$ cat src/rtl/encoder_param_ctrl.sv
// Rotary-encoder parameter bank controller: browse / edit (shadow) / commit.
// Optional acceleration on repeated same-direction steps is enabled by ENC_PARAM_ACCEL_EN.
module encoder_param_ctrl #(
    parameter int NUM_PARAMS  = 4,
    parameter int WIDTH       = 8,
    parameter int MIN_VAL     = 0,
    parameter int MAX_VAL     = 99,
    parameter int DEFAULT_VAL = 50,
    parameter int TIMEOUT     = 625_000_000,
    parameter int ACCEL_WIN   = 12_500_000,
    parameter int ACCEL_STEP  = 10
) (
    input  logic                              clk,
    input  logic                              rst,
    input  logic                              pul_inc,
    input  logic                              pul_dec,
    input  logic                              btn,
    output logic [$clog2(NUM_PARAMS)-1:0]     sel_idx,
    output logic                              edit_mode,
    output logic [WIDTH-1:0]                  cur_val,
    output logic [NUM_PARAMS*WIDTH-1:0]       params,
    output logic                              upd,
    output logic [$clog2(NUM_PARAMS)-1:0]     upd_idx
);

    localparam int IDX_W = $clog2(NUM_PARAMS);
    localparam int TO_W  = $clog2(TIMEOUT + 1);
    localparam logic [WIDTH:0]     MAX_X = (WIDTH+1)'(MAX_VAL);
    localparam logic [WIDTH:0]     MIN_X = (WIDTH+1)'(MIN_VAL);
    localparam logic [WIDTH-1:0]   DEF_V = WIDTH'(DEFAULT_VAL);
    localparam logic [IDX_W-1:0]   LAST_IDX = IDX_W'(NUM_PARAMS - 1);

    typedef enum logic [1:0] {BROWSE, EDIT, COMMIT} state_t;

    state_t            state, state_nxt;
    logic [IDX_W-1:0]  sel_r;
    logic [WIDTH-1:0]  shadow;
    logic [WIDTH-1:0]  bank [NUM_PARAMS];
    logic [TO_W-1:0]   to_cnt;
    logic [WIDTH-1:0]  step;

    function automatic logic [WIDTH-1:0] sat_add(input logic [WIDTH-1:0] v,
                                                 input logic [WIDTH-1:0] s);
        logic [WIDTH:0] sum;
        sum = {1'b0, v} + {1'b0, s};
        if (sum > MAX_X) return MAX_X[WIDTH-1:0];
        return sum[WIDTH-1:0];
    endfunction

    function automatic logic [WIDTH-1:0] sat_sub(input logic [WIDTH-1:0] v,
                                                 input logic [WIDTH-1:0] s);
        if ({1'b0, v} < ({1'b0, s} + MIN_X)) return MIN_X[WIDTH-1:0];
        return v - s;
    endfunction

    // Input stage: 2-FF synchronisers plus edge-detect delay, all preset to 1
    logic inc_p0, inc_p1, inc_p2;
    logic dec_p0, dec_p1, dec_p2;
    logic btn_p0, btn_p1, btn_p2;

    always_ff @(posedge clk) begin
        if (rst) begin
            {inc_p0, inc_p1, inc_p2} <= 3'b111;
            {dec_p0, dec_p1, dec_p2} <= 3'b111;
            {btn_p0, btn_p1, btn_p2} <= 3'b111;
        end else begin
            {inc_p0, inc_p1, inc_p2} <= {pul_inc, inc_p0, inc_p1};
            {dec_p0, dec_p1, dec_p2} <= {pul_dec, dec_p0, dec_p1};
            {btn_p0, btn_p1, btn_p2} <= {btn, btn_p0, btn_p1};
        end
    end

    logic ev_inc, ev_dec, ev_btn, rot_inc, rot_dec, timeout_hit;
    assign ev_inc      = inc_p1 & ~inc_p2;
    assign ev_dec      = dec_p1 & ~dec_p2;
    assign ev_btn      = btn_p1 & ~btn_p2;
    assign rot_inc     = ev_inc & ~ev_dec;
    assign rot_dec     = ev_dec & ~ev_inc;
    assign timeout_hit = (to_cnt == TO_W'(TIMEOUT - 1));

`ifdef ENC_PARAM_ACCEL_EN
    localparam int AW = $clog2(ACCEL_WIN + 1) + 1;
    logic [AW-1:0] acc_tmr;
    logic          acc_armed, acc_dir, acc_hit, edit_rot;

    assign edit_rot = (state == EDIT) && !ev_btn && (rot_inc || rot_dec);
    assign acc_hit  = acc_armed && (acc_dir == rot_inc) && (acc_tmr < AW'(ACCEL_WIN));
    assign step     = acc_hit ? WIDTH'(ACCEL_STEP) : WIDTH'(1);

    // Timer measures the gap since the last edit step; expiry disarms acceleration
    always_ff @(posedge clk) begin
        if (rst || state != EDIT) begin
            acc_tmr   <= '0;
            acc_armed <= 1'b0;
            acc_dir   <= 1'b0;
        end else if (edit_rot) begin
            acc_tmr   <= '0;
            acc_armed <= 1'b1;
            acc_dir   <= rot_inc;
        end else if (acc_armed) begin
            if (acc_tmr >= AW'(ACCEL_WIN)) acc_armed <= 1'b0;
            else                           acc_tmr   <= acc_tmr + AW'(1);
        end
    end
`else
    assign step = WIDTH'(1);
`endif

    always_ff @(posedge clk) begin
        if (rst) state <= BROWSE;
        else     state <= state_nxt;
    end

    always_comb begin
        state_nxt = state;
        case (state)
            BROWSE: if (ev_btn) state_nxt = EDIT;
            EDIT: begin
                if (ev_btn)                      state_nxt = COMMIT;
                else if (!(rot_inc || rot_dec) && timeout_hit) state_nxt = BROWSE;
            end
            COMMIT:  state_nxt = BROWSE;
            default: state_nxt = BROWSE;
        endcase
    end

    always_comb begin
        edit_mode = (state == EDIT);
        upd       = (state == COMMIT);
        upd_idx   = (state == COMMIT) ? sel_r : '0;
    end

    // Datapath: selection, shadow edit, timeout and bank write-back
    always_ff @(posedge clk) begin
        if (rst) begin
            sel_r  <= '0;
            shadow <= DEF_V;
            to_cnt <= '0;
            for (int i = 0; i < NUM_PARAMS; i++) bank[i] <= DEF_V;
        end else begin
            case (state)
                BROWSE: begin
                    if (ev_btn) begin
                        shadow <= bank[sel_r];
                        to_cnt <= '0;
                    end else if (rot_inc) begin
                        sel_r <= (sel_r == LAST_IDX) ? '0 : sel_r + IDX_W'(1);
                    end else if (rot_dec) begin
                        sel_r <= (sel_r == '0) ? LAST_IDX : sel_r - IDX_W'(1);
                    end
                end
                EDIT: begin
                    if (!ev_btn) begin
                        if (rot_inc) begin
                            shadow <= sat_add(shadow, step);
                            to_cnt <= '0;
                        end else if (rot_dec) begin
                            shadow <= sat_sub(shadow, step);
                            to_cnt <= '0;
                        end else begin
                            to_cnt <= to_cnt + TO_W'(1);
                        end
                    end
                end
                COMMIT:  bank[sel_r] <= shadow;
                default: ;
            endcase
        end
    end

    assign sel_idx = sel_r;
    assign cur_val = (state == EDIT) ? shadow : bank[sel_r];

    for (genvar g = 0; g < NUM_PARAMS; g++) begin : g_flat
        assign params[g*WIDTH +: WIDTH] = bank[g];
    end

endmodule
$ cat config.mk
export PLATFORM = sky130hd
export DESIGN_NAME = encoder_param_ctrl
export DESIGN_NICKNAME = d
export VERILOG_FILES = /design/src/rtl/encoder_param_ctrl.sv
export SDC_FILE = /design/constraint.sdc
export NUM_CORES = 1
export LEC_CHECK = 0
export CAP_MARGIN = 0
export CORE_MARGIN = 2
export CORE_UTILIZATION = 55
export CTS_BUF_LIST = sky130_fd_sc_hd__clkbuf_4
export CTS_CLUSTER_DIAMETER = 120
export DETAILED_ROUTE_END_ITERATION = 16
export GPL_TIMING_DRIVEN = 0
export MAX_ROUTING_LAYER = met4
export PLACE_DENSITY = 0.79
export SLEW_MARGIN = 30
export SYNTH_ARGS = -nofsm -noshare
export SYNTH_HDL_FRONTEND = slang
export SYNTH_SLANG_ARGS = --single-unit
$ cat constraint.sdc
create_clock -name clk -period 4.01 [get_ports clk]
set_input_delay 0.401 -clock clk [delete_from_list [all_inputs] [get_ports clk]]
set_output_delay 0.401 -clock clk [all_outputs]
set_load 0.1 [all_outputs]
Word-level counts from Yosys, hierarchy flattened
Memories as Yosys holds them, arrays and structs flattened. A register that Yosys moved wholly into a read port is not among the register bits.
Cells that the tools add are included.
Widths: inputs -> output; s select.
{"block": "classes", "add_sub_neg": 5, "n_lt_le_gt_ge": 2, "eq_ne": 8, "muxes": 45, "bitwise": 11, "n_reduce_logical": 12}
{"cell": "$mux 30", "count": 4}
{"cell": "$mux 8", "count": 10}
{"cell": "$pmux 30 s2", "count": 1}
{"cell": "$add 30x1->30 const B", "count": 1}
{"cell": "$eq 30x30->1 const B", "count": 1}
{"cell": "$mux 2", "count": 11}
{"cell": "$mux 1", "count": 17}
{"cell": "$pmux 8 s2", "count": 1}
{"cell": "$add 8x1->9 const B", "count": 1}
{"cell": "$gt 9x7->1 const B", "count": 1}
{"cell": "$lt 8x1->1 const B", "count": 1}
{"cell": "$reduce_or 8->1", "count": 1}
{"cell": "$sub 8x1->8 const B", "count": 1}
{"cell": "$ne 3x1->1 const B", "count": 2}
{"cell": "$not 1->1", "count": 6}
{"cell": "$reduce_and 3->1", "count": 2}
{"cell": "$and 1x1->1", "count": 5}
{"cell": "$eq 2x2->1 const B", "count": 2}
{"cell": "$logic_not 2->1", "count": 2}
{"cell": "$ne 2x2->1 const B", "count": 2}
{"cell": "$pmux 2 s2", "count": 1}
{"cell": "$reduce_and 4->1", "count": 1}
{"cell": "$reduce_bool 2->1", "count": 2}
{"cell": "$add 2x1->2 const B", "count": 1}
{"cell": "6 further kinds", "count": 6}
{"block": "totals", "reg_bits": 51, "ram_bits": 32, "in_bits": 5, "word_cells": 97, "mem_count": 1}
{"name": "bank", "words": 4, "word_bits": 8, "read_ports": 5, "rd_clocked_by_memory_dff": 1, "write_ports": 4, "line": "38", "rtl": "logic [WIDTH-1:0] bank [NUM_PARAMS];"}

Logic depth before layout (Yosys ltp)
Gate-level depths: netlist of run 1.
{"block": "depth", "depth_word": 14, "mapped_depth": 9, "ltp_nobuf": 8}

Worst setup path after synthesis of run 1
No wires, ideal clock.
{"block": "synth_timing", "path_kind": "reg-to-reg", "from": "register state[1]", "to": "memory bank[3][0] (enable)", "setup_ps": 326, "t_arrival_ps": 3130, "required_time_ps": 3684, "path_slack_ps": 554, "stages_incl_launch_ff": 4, "path_buffers": 0, "synth_period_minus_slack_ps": 3456, "cell_sequence": "dfxtp_1 nor2b_1 and2_1 a21o_1"}
{"element": "start, declared", "line": "35", "rtl": "state_t state, state_nxt;"}
{"element": "start signal, assigned", "line": "111", "rtl": "else state <= state_nxt;"}
{"element": "end, declared", "line": "38"}

Worst setup path in the final report of run 1
{"block": "layout_timing", "from": "register state[1]", "to": "output cur_val[7]"}
{"block": "layout_via", "elab_chain_cells": 2}
{"element": "$eq 2x1->1", "line": "172", "rtl": "assign cur_val = (state == EDIT) ? shadow : bank[sel_r];"}
{"element": "$mux 8", "line": "172"}
{"element": "end, declared", "line": "20", "rtl": "output logic [WIDTH-1:0] cur_val,"}
No other way between the ends.

==> out/summary.txt, run 1 <==
Number of diodes: 0
Remaining DRCs: 0
Number of distinct library cells after synthesis: 54
Commonest non-fill, non-tap cell in the layout: dfxtp_1
Initial Utilization: 0.564
Antenna violations before repair: 0
Post-synth top flop: dfxtp_1
Antenna viol nets, final: 0
Core Area: 7650 sq um
1st-iter DRT viols: 367
Maximum clock rate: 296 MHz
Post-synthesis register bit count: 85
Worst Setup End Kind: primary output
Met2 GRT Util: 0.403
Final Cycle Share: 0.841
Reg2reg start: shadow[0]$_SDFFE_PP0P_
Clock latency on the worst-skew pair: 0.43 ns
Crit path DAT: 2.97 ns
Setup bufs post-CTS: 0
Clock Skew: 0.0161 ns
RePlAce Congestion: 0.940
Non-filler instance count after layout: 601
Met1 usage in global routing: 0.335
Crit-path max FO: 10
Worst Max-Slew Pin Slew: 0.995 ns
Rows: 32
CTS tree: done
1st-pass router iterations: 6
Leakage: 1.73 nW
Fin crit period: 3.37 ns
Overall power: 0.00171 W
Worst Setup EP: cur_val[7]
RR Endpoint: shadow[4]$_SDFFE_PP1P_
Register area share after synthesis: 0.469
Max-cap viol count: 0
First-pass GRT wire length: 16600 um
Share of layout cells above drive strength 1: 0.0942
Cts-stage hold buffer count: 0
Number of port buffers: 49
Clock Path Buffers: 2
Cells after Synth: 434
Final WL: 10100 um
Final Max Slew Viols: 0
CP startpoint kind: flop
Final Hold Vio Count: 0
Largest net degree at the start of global routing: 15
GRT Total Usage: 0.255
Final Net Count: 507
CTS clock-pin slew for the worst setup and hold paths: 0.12 ns
CTS resizes: 0
Crit path kind: flop to primary output
Clk sinks: 85
Post-synth EDFFs: 32
Synthesized area: 4310 sq um
Worst Path Required: 3.61 ns
Status: complete, no violations
Setup violations, final: 0
Crit path from: state[1]$_SDFFE_PP0P_
Syn avg cell area: 9.93 sq um
Number of cells on the worst reg-to-reg path: 8
Slew headroom: 0.335
Post-Syn Nets: 447
Die area: 8560 sq um
Die Wd: 92.5 um
Wire per inst: 16.9 um
Grt ovf: 0
Most frequent cells in the layout: dfxtp_1 (53), clkdlybuf4s50_1 (49), nor2_1 (44)
GRT Max-Usage Layer: met2
I/O pins: 51
Vias post-DR: 3555
Placed instance count: 585
Cell area power density: 337 nW/um^2
Unrepaired setup endpoints after global routing: false
Vias in the first global route: 3370
Met3 Use GR: 0.0431
Routed vias/inst: 5.92
Synth warnings: 0
Fin Setup TNS: 0 ns
Die Ht: 92.5 um
Min-delay worst type: flop to flop
H-Tree Depth: 3
Layout area overhead: 17.9%
Maximum vdd drop: 0.262 mV
Ys async rst share: 0
Root cell of the clock tree: clkbuf_4
Post-DP HPWL: 7350 um
Setup slack, reg-to-reg: 1.34 ns
TritonCTS Buffers: 9
==> cells by family after synthesis <==
group                      after synthesis  share of synthesized area
muxes                                   10                     0.0464
adders and majority gates                8                     0.0232
buffers and inverters                   37                     0.0377
DFF                                     85                      0.469
AOI/OAI and AO/OA                       57                     0.0932
xor gates and xnor gates                38                     0.0790
and+or+nand+nor                        199                      0.251
==> cell type report <==
cell class | instances | area (sq um)
plain buffers | 28 | 129
clock buffers | 10 | 75.1
clock inverters | 6 | 78.8
fillers | 596 | 2560
inverters | 9 | 33.8
multi-input cells | 312 | 2130
flip-flops and latches | 85 | 2020
well taps | 102 | 128
repair buffers | 49 | 490
==> flip-flops by register name (all words and copies together) (netlist names), named ones only <==
signal,cells
bank,32
to_cnt,30
shadow,8
sel_idx,2
state,2
btn_p0,1
btn_p1,1
btn_p2,1
dec_p0,1
dec_p1,1
dec_p2,1
inc_p0,1
inc_p1,1
inc_p2,1
==> metrics by stage <==
stage,util,setup WS (ns),hold WS [ns],instance area [sq um]
final,0.665,0.636,0.423,5080
after detailed placement,0.644,1.11,0.397,4930
after global routing,0.665,0.500,0.447,5080
after floorplan,-,0.554,0.389,4310
after CTS,0.665,0.654,0.427,5080
after global placement,0.644,1.14,0.392,4930
==> metal layers <==
metal / share of wire / vias up / wire length, um
met5: 0 / - / 0
met4: 0.015 / 0 / 149
met3: 0.067 / 17 / 677
met2: 0.49 / 145 / 4970
met1: 0.43 / 1710 / 4340
li1: - / 1683 / -
==> power breakdown <==
group          total, W  switching, W  internal, W  leakage, nW
logic          0.000250      0.000186    0.0000640        0.931
clock network  0.000541      0.000287     0.000255       0.0818
registers      0.000921     0.0000116     0.000910        0.717
total           0.00171      0.000485      0.00123         1.73
==> synth_stat cells, types with 6 or more instances <==
library cell | number | area, sq um
inv_1 | 9 | 33.8
nand4_1 | 12 | 75.1
dfxtp_1 | 53 | 1060
and3_1 | 10 | 62.6
and2_1 | 14 | 87.6
a21oi_1 | 12 | 60.1
xor2_1 | 28 | 245
clkbuf_1 | 19 | 71.3
ha_1 | 8 | 100
nand2b_1 | 15 | 93.8
a21o_1 | 6 | 45.0
a211oi_1 | 9 | 67.6
nand3_1 | 14 | 70.1
nand2_1 | 35 | 131
o21ai_0 | 9 | 45.0
xnor2_1 | 9 | 78.8
nor2_1 | 44 | 165
mux4_2 | 8 | 180
nor4_1 | 14 | 87.6
or2_2 | 13 | 81.3
nor3_1 | 7 | 35.0
edfxtp_1 | 32 | 961
==> how the worst min path moves through the flow <==
stage / end / slack, ns / startpoint / cells past startpoint
after floorplan: btn_p1$_SDFF_PP1_ / 0.39 / btn_p0$_SDFF_PP1_ / 1
after global placement: btn_p1$_SDFF_PP1_ / 0.39 / btn_p0$_SDFF_PP1_ / 1
after detailed placement: btn_p1$_SDFF_PP1_ / 0.40 / btn_p0$_SDFF_PP1_ / 1
after CTS: btn_p1$_SDFF_PP1_ / 0.43 / btn_p0$_SDFF_PP1_ / 1
after global routing: btn_p1$_SDFF_PP1_ / 0.45 / btn_p0$_SDFF_PP1_ / 1
final: btn_p1$_SDFF_PP1_ / 0.42 / btn_p0$_SDFF_PP1_ / 1
==> critical path, cell delays in order (launching register included) <==
cell	delay, ns
dfxtp_1	0.43
nand2b_1	0.23
clkbuf_1	0.40
and2_1	0.23
a21o_1	0.13
clkdlybuf4s50_1	1.13
No activity file was read; power rests on OpenSTA's default activity.
==> inputs of run 2 (changes only) <==
--- a/config.mk
+++ b/config.mk
@@ -7,13 +7,13 @@
 export LEC_CHECK = 0
 export CAP_MARGIN = 0
 export CORE_MARGIN = 2
-export CORE_UTILIZATION = 55
+export CORE_UTILIZATION = 52
 export CTS_BUF_LIST = sky130_fd_sc_hd__clkbuf_4
 export CTS_CLUSTER_DIAMETER = 120
 export DETAILED_ROUTE_END_ITERATION = 16
 export GPL_TIMING_DRIVEN = 0
 export MAX_ROUTING_LAYER = met4
-export PLACE_DENSITY = 0.79
+export PLACE_DENSITY = 0.78
 export SLEW_MARGIN = 30
 export SYNTH_ARGS = -nofsm -noshare
 export SYNTH_HDL_FRONTEND = slang
==> constraint.sdc (replaced) <==
create_clock -name clk -period 2.9 [get_ports clk]
set_input_delay 0.29 -clock clk [delete_from_list [all_inputs] [get_ports clk]]
set_output_delay 0.29 -clock clk [all_outputs]
set_load 0.1 [all_outputs]
==> run 2 against run 1 <==
Hold slack barely moved. Sequential share of layout area is essentially flat. Cell count up 0.50%. Non-clock buffer count did not move. Via count shrank 1.5%. Sequential power grew 38%. Critical path depth is 1 lower. Register-to-register slack got worse by 1.0 ns. First-iteration DRC count fell by 40%. Combinational power is 37% higher. Utilization decreased by 4.0 points. Routed wire length up 2.1%.
==> out/summary.txt, run 2 (synthesis results as in run 1) <==
Number of port buffers: 49
Leakage: 1.77 nW
Most frequent cells in the layout: dfxtp_1 (53), nor2_1 (44), clkdlybuf4s50_1 (38)
Overall power: 0.00230 W
TritonCTS Buffers: 9
Antenna violations before repair: 0
Die Ht: 95.0 um
Antenna viol nets, final: 0
Hold EP: btn_p0$_SDFF_PP1_
Slew headroom: 0.328
Crit-path max FO: 10
Top Family by Delay on Critical Path: buffers and inverters
Crit path kind: flop to primary output
Biggest register: bank
Final Net Count: 507
Cell area power density: 453 nW/um^2
1st-pass router iterations: 5
HP Start: btn
Non-filler instance count after layout: 604
Share of layout cells above drive strength 1: 0.118
Clock Skew: 0.0166 ns
Vias post-DR: 3501
Final WL: 10300 um
Final Cycle Share: 0.962
Maximum clock rate: 358 MHz
Clock Path Buffers: 2
Setup slack, reg-to-reg: 0.32 ns
Root cell of the clock tree: clkbuf_4
Gate power share: 0.149
Cell breakdown of the critical path: nand2b_1 > inv_1 > clkbuf_1 > clkdlybuf4s15_1
Final Max Slew Viols: 0
Die Wd: 95.0 um
Worst Max-Slew Pin Slew: 1.00 ns
GRT Total Usage: 0.245
Layout Utilization: 0.625
Registers with the most flip-flops: bank: 32 flops, to_cnt: 30 flops, shadow: 8 flops
RR Endpoint: shadow[5]$_SDFFE_PP1P_
Sequential power share: 0.553
I/O pins: 51
Number of cells on the worst reg-to-reg path: 8
Final Hold Vio Count: 0
Commonest non-fill, non-tap cell in the layout: dfxtp_1
Unrepaired setup endpoints after global routing: false
Worst Path Required: 2.61 ns
Setup violations, final: 0
Largest net degree at the start of global routing: 16
Worst Setup End Kind: primary output
WP buf/inv: 3
Clock power share: 0.298
Max reg flops: 32
Placed instance count: 588
Clock latency on the worst-skew pair: 0.43 ns
Crit path DAT: 2.50 ns
Maximum vdd drop: 0.290 mV
H-Tree Depth: 3
Layout area overhead: 17.9%
Max-cap viol count: 0
Hold path depth: 2
Grt ovf: 0
First-pass GRT wire length: 16300 um
Rows: 33
RePlAce Congestion: 0.916
CP startpoint kind: flop
Die area: 9030 sq um
Fin crit period: 2.79 ns
Initial Utilization: 0.530
1st-iter DRT viols: 220
Number of diodes: 0
Reg2reg start: shadow[0]$_SDFFE_PP0P_
Wire per inst: 17.1 um
CTS tree: done
Switching power: 0.000691 W
Clk sinks: 85
Vias in the first global route: 3331
Cts-stage hold buffer count: 0
Post-DP HPWL: 7670 um
Min-delay worst type: primary input to flop
Pint: 0.00161 W
Setup bufs post-CTS: 0
Switching share of power: 0.300
Routed vias/inst: 5.80
Status: complete, no violations
CTS clock-pin slew for the worst setup and hold paths: 0.13 ns
Core Area: 8130 sq um
Final hold slack: 0.422 ns
Crit-path slowest cell: clkdlybuf4s15_1
Critical path's largest stage delay: 0.89 ns
Remaining DRCs: 0
run 2: cell count changes in the layout (fill, tap and decap cells not counted), moves of 2 or more:
cell             change
clkinv_1             -2
clkdlybuf4s15_2      +6
clkbuf_2             +2
inv_6                +2
inv_4                +2
dlymetal6s2s_1       +2
clkdlybuf4s50_1     -11
run 2: cell type report:
cell class | count | area (sq um)
buffer | 28 | 129
tap | 105 | 131
timing repair buffer | 49 | 493
fill | 681 | 3050
clock buffer | 9 | 67.6
inverter | 9 | 33.8
clock inverter | 7 | 71.3
sequential | 85 | 2020
multi-input combinational | 312 | 2130
run 2: per-stage QoR:
stage	cell area, sq um	worst slack [ns]	TNS (ns)
detailed placement	4930	0.110	0
finish	5080	0.110	0
global route	5080	0.00118	0
global placement	4930	0.133	0
CTS	5080	0.0149	0
floorplan	4310	-0.287	-0.860
run 2: power by group through the flow:
stage / sequential (W) / combinational, W / clock, W
2_1_floorplan: 0.00138 / 0.000180 / 0
3_3_place_gp: 0.00130 / 0.000340 / 0
3_5_place_dp: 0.00130 / 0.000345 / 0
4_1_cts: 0.00127 / 0.000343 / 0.000694
5_1_grt: 0.00128 / 0.000359 / 0.000739
6_report: 0.00127 / 0.000343 / 0.000685
run 2: how the worst max path moves through the flow:
stage                     startpoint    endpoint  slack, ns  cells after the start
2_1_floorplan  state[0]$_SDFFE_PP0P_  cur_val[0]      -0.29                      3
3_3_place_gp   state[0]$_SDFFE_PP0P_  cur_val[7]       0.13                      5
3_5_place_dp   state[1]$_SDFFE_PP0P_  cur_val[7]       0.11                      5
4_1_cts        state[0]$_SDFFE_PP0P_  cur_val[6]       0.01                      6
5_1_grt        state[0]$_SDFFE_PP0P_   edit_mode      0.001                      4
6_report       state[0]$_SDFFE_PP0P_   edit_mode       0.11                      4
run 2: timing repair:
action,CTS,global route
endpoints found under the setup margin,9,7
endpoints found under the hold margin,0,0
resized for setup,24,8
pin swaps,0,0
run 2: metal layers:
layer | part of all wire | up-vias | GRT usage
met5 | 0 | - | -
met2 | 0.49 | 128 | 0.404
met1 | 0.43 | 1677 | 0.307
met3 | 0.061 | 17 | 0.0372
met4 | 0.016 | 0 | 0.0882
li1 | - | 1679 | -
==> inputs of run 3 (changes only) <==
--- a/config.mk
+++ b/config.mk
@@ -14,6 +14,7 @@
 export GPL_TIMING_DRIVEN = 0
 export MAX_ROUTING_LAYER = met4
 export PLACE_DENSITY = 0.78
+export SKIP_CTS_REPAIR_TIMING = 1
 export SLEW_MARGIN = 30
 export SYNTH_ARGS = -nofsm -noshare
 export SYNTH_HDL_FRONTEND = slang
==> run 3 against run 2 <==
Worst setup slack improved by 0.033 ns. Global-route usage about the same. Register-to-register slack worse by 0.06 ns. Fmax up 1.2%. Utilization down 0.34 points. Clock power up 1%. Hold slack got worse by 0.0084 ns. Final area shrank 0.54%. Critical path type unchanged. Largest power group unchanged. Die area unchanged. Highest routed layer unchanged. Sequential power about the same.
==> out/summary.txt, run 3 (synthesis results as in run 1) <==
Status: complete, no violations
Vias post-DR: 3563
TritonCTS Buffers: 9
First-pass GRT wire length: 16300 um
Switching power: 0.000700 W
Switching share of power: 0.303
Share of layout cells above drive strength 1: 0.116
Biggest register: bank
Antenna violations before repair: 0
Maximum vdd drop: 0.292 mV
Overall power: 0.00231 W
I/O pins: 51
Crit path DAT: 2.47 ns
Initial Utilization: 0.530
Layout Utilization: 0.621
Final Hold Vio Count: 0
Core Area: 8130 sq um
Max-cap viol count: 0
Number of diodes: 0
CTS clock-pin slew for the worst setup and hold paths: 0.13 ns
Final Max Slew Viols: 0
Vias in the first global route: 3331
CP startpoint kind: flop
Antenna viol nets, final: 0
Leakage: 1.79 nW
Max reg flops: 32
Placed cell areas: 4930 sq um
H-Tree Depth: 3
Slew headroom: 0.321
Registers with the most flip-flops: bank: 32 flops, to_cnt: 30 flops, shadow: 8 flops
Unrepaired setup endpoints after global routing: false
CTS tree: done
Crit path kind: flop to primary output
Fillers: 683
Clock latency on the worst-skew pair: 0.44 ns
Fin crit period: 2.76 ns
Hold path depth: 2
Rows: 33
Post-DP HPWL: 7670 um
Final Cycle Share: 0.951
Maximum clock rate: 363 MHz
RePlAce Congestion: 0.916
Min-delay worst type: primary input to flop
Sequential power share: 0.552
Root cell of the clock tree: clkbuf_4
Number of port buffers: 49
Gate power share: 0.147
Die Wd: 95.0 um
Worst Path Required: 2.61 ns
GRT Total Usage: 0.244
Wire per inst: 17.3 um
Commonest non-fill, non-tap cell in the layout: dfxtp_1
Clk sinks: 85
Grt ovf: 0
Layout area overhead: 17.2%
Crit-path max FO: 10
1st-iter DRT viols: 254
Setup violations, final: 0
Number of cells on the worst reg-to-reg path: 8
Worst Setup End Kind: primary output
Cell area after layout: 5050 sq um
Final Net Count: 507
Worst Max-Slew Pin Slew: 1.01 ns
1st-pass router iterations: 5
Routed vias/inst: 5.90
Clock Path Buffers: 2
Cell area power density: 457 nW/um^2
Final WL: 10400 um
Clock power share: 0.301
Clock Skew: 0.0238 ns
Most frequent cells in the layout: dfxtp_1 (53), nor2_1 (44), clkdlybuf4s50_1 (38)
Largest net degree at the start of global routing: 16
Die area: 9030 sq um
Pint: 0.00161 W
Die Ht: 95.0 um
Remaining DRCs: 0
run 3: changes by cell type in the layout (fill, tap and decap cells not counted):
cell             change
clkdlybuf4s15_1      -1
dlymetal6s2s_1       +2
clkdlybuf4s15_2      -6
clkbuf_2             +5
run 3: final timing paths:
| kind | startpoint | endpoint | slack [ns] |
|---|---|---|---|
| setup reg to reg | shadow[0]$_SDFFE_PP0P_ | shadow[5]$_SDFFE_PP1P_ | 0.26 |
| hold reg to reg | dec_p0$_SDFF_PP1_ | dec_p1$_SDFF_PP1_ | 0.42 |
| setup / recovery | state[1]$_SDFFE_PP0P_ | cur_val[1] | 0.14 |
| hold / removal | btn | btn_p0$_SDFF_PP1_ | 0.41 |
run 3: critical path: stages, from the launching register on:
cell	delay, ns
dfxtp_1	0.44
nand2b_1	0.24
clkbuf_1	0.40
nand2_1	0.11
o21ai_0	0.09
dlymetal6s2s_1	0.77
run 3: final cells by class:
cell class                 instances  area [sq um]  share of cell area
sequential                        85          2020               0.400
clock inverter                     7          71.3              0.0141
clock buffer                       9          67.6              0.0134
tap                              105           131              0.0260
inverter                           9          33.8             0.00668
timing repair buffer              49           465              0.0921
multi-input combinational        312          2130               0.422
buffer                            28           129              0.0255
run 3: power groups by stage:
stage,registers [W],logic [W],clock network [W]
final,0.00127,0.000340,0.000693
after global routing,0.00128,0.000355,0.000739
after floorplan,0.00138,0.000180,0
after CTS,0.00127,0.000346,0.000694
after detailed placement,0.00130,0.000345,0
after global placement,0.00130,0.000340,0
run 3: layer usage:
layer / vias to the layer above / global-route usage / wire (um)
met5: - / - / 0
met4: 0 / 0.0882 / 188
met3: 23 / 0.0372 / 642
met1: 1723 / 0.307 / 4490
li1: 1677 / - / -
met2: 140 / 0.404 / 5120
run 3: stage by stage:
| stage | setup WS (ns) | hold WS (ns) | TNS, ns | std cells |
|---|---|---|---|---|
| global placement | 0.133 | 0.391 | 0 | 588 |
| finish | 0.142 | 0.414 | 0 | 604 |
| floorplan | -0.287 | 0.389 | -0.860 | 434 |
| detailed placement | 0.110 | 0.398 | 0 | 588 |
| CTS | -0.369 | 0.401 | -2.79 | 604 |
| global route | 0.0439 | 0.410 | 0 | 604 |
